--- src/rtl/fir_frame_buffer.sv ---
// Ping-pong frame buffer: gathers N consecutive FIR samples per bank and presents
// each full bank as one flat word to the FFT stage with a valid/ack handshake.
module fir_frame_buffer #(
  parameter int DW = 16,
  parameter int N  = 16
) (
  input  logic            clk,
  input  logic            rst,
  input  logic            fir_valid,
  input  logic [DW-1:0]   fir_d,
  input  logic            frame_ack,
  output logic            frame_valid,
  output logic [N*DW-1:0] frame_data,
  output logic [4:0]      fill_level,
  output logic [7:0]      frame_cnt,
  output logic            overrun
);

  localparam int AW = $clog2(N);

  logic [AW-1:0]   wr_ptr_q, wr_ptr_d;
  logic            wr_bank_q, wr_bank_d;
  logic            rd_bank_q, rd_bank_d;
  logic [1:0]      full_q, full_d;
  logic [7:0]      frame_cnt_q, frame_cnt_d;
  logic            overrun_q, overrun_d;
  logic [N*DW-1:0] bank_q [2];

  logic            wr_en_s;
  logic            last_s;
  logic            ack_s;

  // Next-state logic. Completion and ack always target different banks, because
  // a write needs its bank empty while an ack needs its bank full.
  always_comb begin
    wr_ptr_d    = wr_ptr_q;
    wr_bank_d   = wr_bank_q;
    rd_bank_d   = rd_bank_q;
    full_d      = full_q;
    frame_cnt_d = frame_cnt_q;
    overrun_d   = overrun_q;

    wr_en_s = fir_valid & ~full_q[wr_bank_q];
    last_s  = wr_en_s & (wr_ptr_q == AW'(N - 1));
    ack_s   = frame_ack & full_q[rd_bank_q];

    if (ack_s) begin
      full_d[rd_bank_q] = 1'b0;
      rd_bank_d         = ~rd_bank_q;
    end else begin
      rd_bank_d = rd_bank_q;
    end

    if (last_s) begin
      wr_ptr_d          = '0;
      full_d[wr_bank_q] = 1'b1;
      wr_bank_d         = ~wr_bank_q;
      frame_cnt_d       = frame_cnt_q + 8'd1;
    end else if (wr_en_s) begin
      wr_ptr_d = wr_ptr_q + AW'(1);
    end else begin
      wr_ptr_d = wr_ptr_q;
    end

    // Sample arrives at a full bank: dropped, flagged until reset.
    if (fir_valid && full_q[wr_bank_q]) begin
      overrun_d = 1'b1;
    end else begin
      overrun_d = overrun_q;
    end
  end

  // Control state registers.
  always_ff @(posedge clk or negedge rst) begin
    if (!rst) begin
      wr_ptr_q    <= '0;
      wr_bank_q   <= 1'b0;
      rd_bank_q   <= 1'b0;
      full_q      <= 2'b00;
      frame_cnt_q <= 8'd0;
      overrun_q   <= 1'b0;
    end else begin
      wr_ptr_q    <= wr_ptr_d;
      wr_bank_q   <= wr_bank_d;
      rd_bank_q   <= rd_bank_d;
      full_q      <= full_d;
      frame_cnt_q <= frame_cnt_d;
      overrun_q   <= overrun_d;
    end
  end

  // Sample storage, written in arrival order into the active bank.
  always_ff @(posedge clk or negedge rst) begin
    if (!rst) begin
      bank_q[0] <= '0;
      bank_q[1] <= '0;
    end else if (wr_en_s) begin
      bank_q[wr_bank_q][int'(wr_ptr_q)*DW +: DW] <= fir_d;
    end
  end

  assign frame_valid = full_q[rd_bank_q];
  assign frame_data  = bank_q[rd_bank_q];
  assign fill_level  = 5'(wr_ptr_q);
  assign frame_cnt   = frame_cnt_q;
  assign overrun     = overrun_q;

endmodule

--- config.mk ---
export PLATFORM = sky130hd
export DESIGN_NAME = fir_frame_buffer
export DESIGN_NICKNAME = d
export VERILOG_FILES = /design/src/rtl/fir_frame_buffer.sv
export SDC_FILE = /design/constraint.sdc
export NUM_CORES = 1
export LEC_CHECK = 0
export ABC_AREA = 1
export BUFFER_PORTS_ARGS = -buffer_cell sky130_fd_sc_hd__buf_2
export CORE_MARGIN = 2
export CORE_UTILIZATION = 50
export CTS_BUF_LIST = sky130_fd_sc_hd__clkbuf_8
export CTS_CLUSTER_SIZE = 12
export DETAILED_ROUTE_END_ITERATION = 10
export PLACE_DENSITY = 0.7
export SYNTH_ARGS = -nofsm -noshare
export SYNTH_HDL_FRONTEND = slang
export SYNTH_SLANG_ARGS = --single-unit
--- constraint.sdc ---
create_clock -name clk -period 3.1 [get_ports clk]
set_clock_uncertainty 0.05 [all_clocks]
set_input_delay 0.31 -clock clk [delete_from_list [all_inputs] [get_ports clk]]
set_output_delay 0.31 -clock clk [all_outputs]
set_load 0.02 [all_outputs]
==> out/qor.yml <==
power_and_ir_drop:
  p_leak_nw: 15.7
  ir_worst_vdd_uv: 729
  p_per_area_mw_per_mm2: 1050
  total_power_mw: 29.8
setup_path:
  r2r-start: "wr_ptr_q[2]"
  critical_path.max_stage_delay_ns: 0.48
  crit_arrival_ns: 3.24
  worst-r2r-cell-count: 10
  regToRegSetupSlack_ns: 0.37
  path_max_fanout: 20
  path_cells: "nor2_1 > nand2_1 > inv_1 > ha_4 > a21oi_2 > nand4_1 > nor2_4 > nand3_2 > nand2_1 > nand2_1"
  endpoint_kind: "flip-flop"
  reg2reg_to: "bank_q[434]"
  cp-start-kind: "flip-flop"
  crit_required_ns: 3.61
  cp_common_cell: "nand2_1"
  slowest_stage: "dfrtp_1"
  critPathLaunch: "wr_ptr_q[2]"
  worst-setup-path-type: "flip-flop to flip-flop"
global_routing:
  grt_max_degree: 100
  grt_overflow_total: 0
  grt_util_met2: 0.478
  grt_pass1_vias: 21100
  grt_pass1_wl_mm: 120
  met1_usage: 0.418
  grtUsageTotal: 0.307
  antenna_found_initial: 2
  grtUsageMet3: 0.0656
  gr-max-usage-layer: "met2"
placement:
  portBuffers: 289
  globalplace.congestion: 0.851
  dp_hpwl_mm: 50.5
  dp.cells: 3842
clock_tree:
  cts_tree: "done"
  cts_buffer_depth: 3
  clkSinkCount: 529
  root_buffer: "clkbuf_8"
  cts_buffers: 88
  cts_setup_buffers: 0
  insertion_delay_ns: 0.70
  htreeDepth: 3
  path_clk_slew_ns: 0.07
timing:
  grt_setup_unrepaired: "no"
  fmax_mhz: 366
  finalHoldViolations: 0
  finalCritPeriodShare: 0.881
  period_needed_ns: 2.73
  tightest_slew_ns: 0.699
  fin_setup_tns_ns: 0
  finalSetupViolCount: 0
  slew_headroom: 0.534
  drv_slew: 0
logic_synthesis:
  synth.area.top_cells: "dfrtp_1, nand2_1, nand4_1"
  syn-num-nets: 3120
  ys_ff_latch: 529
  synth-seq-area-share: 0.546
  syn_inst: 3096
  synth_edf_count: 0
  synth_top_area_share: 0.546
  post-synth-top-count-cell: "nand2_1"
  synth-warning-count: 0
  synth_common_cells: "nand2_1, dfrtp_1, nand4_1, o21ai_0, clkbuf_1"
  async_reset_ff_frac: 1.00
  syn_avg_cell_area_sq_um: 7.83
  ys.flop_type: "dfrtp_1"
  yosys.cell_types.count: 28
  syn_area_sq_mm: 0.0242
  synth_top_cell_by_area: "dfrtp_1"
die:
  core-area_sq_mm: 0.0478
  rows: 80
  die_w_um: 224
  die_h_um: 224
  die_area_sq_mm: 0.0503
  ios: 291
  start_util: 0.507
detailed_routing:
  postRouteWirelength_mm: 77.2
  first_iter_violations: 2661
  via_per_inst: 5.62
  dr.pass1.iters: 7
  wl_per_cell_um: 19.2
  remaining_drc_errors: 0
  vias: 22600
  antenna_left: 0
outcome:
  outcome: "finished, final reports clean"
min_path:
  hold_path_class: "input pin to async pin"
finish:
  instances_no_fill: 4020
  syn_to_final_growth_pct: 17.2
  drive_above_1_share: 0.157
  final_nets: 3360
job:
  drv_cap: 0
==> worst max path at each step <==
stage,endpoint,slack [ns],depth (start not counted)
after CTS,bank_q[434],0.19,10
after global routing,bank_q[436],0.14,10
after detailed placement,bank_q[445],0.24,10
final,bank_q[434],0.37,10
after floorplan,bank_q[168],0.60,10
after global placement,bank_q[315],0.38,10
==> layout by cell type (no fill, tap or decap), types with 3 or more instances in the layout <==
cell and instances:
buf_12 12, buf_2 288, buf_4 65, bufinv_16 3, clkbuf_8 118, clkinv_2 14
clkinvlp_4 3, dfrtp_1 528, dlygate4sd3_1 19, ha_1 3, inv_1 30, inv_2 4
inv_6 5, nand2_1 1567, nand3_1 105, nand3_2 5, nand4_1 262, nor2_1 77
o21ai_0 260, or2_2 5, xnor2_1 6, xor2_1 4
==> metal layers <==
metal / part of all wire / routed length, um
met1: 0.40 / 31100
met2: 0.46 / 35900
met3: 0.087 / 6730
met4: 0.045 / 3460
met5: 0 / 0
==> cell type report <==
type	count	area, sq um
flip-flops and latches	529	13200
multi-input cells	2311	10000
fillers	4232	19400
inverters	21	90.1
well taps	615	769
diodes	1	2.50
clock buffers	118	1620
clock inverters	40	277
repair buffers	385	2370
==> where the power goes <==
group          total, mW  switching [mW]  leakage (nW)  internal [mW]
logic               13.0            9.87          7.32           3.16
clock network       6.60            2.94          1.05           3.66
registers           10.2            1.19          7.29           8.97
total               29.8            14.0          15.7           15.8
==> metrics by stage <==
stage | instance area (sq um) | util | hold WS, ns | setup WS (ns)
finish | 28400 | 0.594 | 0.142 | 0.370
global placement | 26300 | 0.549 | 0.306 | 0.384
CTS | 28400 | 0.593 | 0.165 | 0.191
global route | 28400 | 0.594 | 0.191 | 0.135
floorplan | 24200 | - | -0.0356 | 0.603
detailed placement | 26300 | 0.549 | 0.313 | 0.240
==> cell families after synthesis <==
group | synth area share
DFF | 0.546
other | 0.000155
AOI/OAI and AO/OA | 0.0560
buffers and inverters | 0.0432
adders and majority gates | 0.00206
xor gates and xnor gates | 0.00428
and+or+nand+nor | 0.348
==> state kept, by name, summed over array words and instances, names as in the netlist <==
register,flops
bank_q,512
frame_cnt,8
wr_ptr_q,4
full_q,2
overrun,1
rd_bank_q,1
wr_bank_q,1
==> timing repair <==
item	in CTS	in global routing
setup endpoints to repair	0	38
hold endpoints to repair	119	0
hold buffers	19	0
gates resized for setup	0	5
==> critical path, delay by kind of cell, from the launching register on <==
| kind | cells | cell delay (ns) |
|---|---|---|
| buffers and inverters | 1 | 0.07 |
| adder cells (fa/ha/maj) | 1 | 0.16 |
| AND/OR/NAND/NOR | 7 | 1.66 |
| AO/OA/AOI/OAI | 1 | 0.16 |
| flip-flops | 1 | 0.48 |
Note: power is estimated with default switching activity, not from simulation.
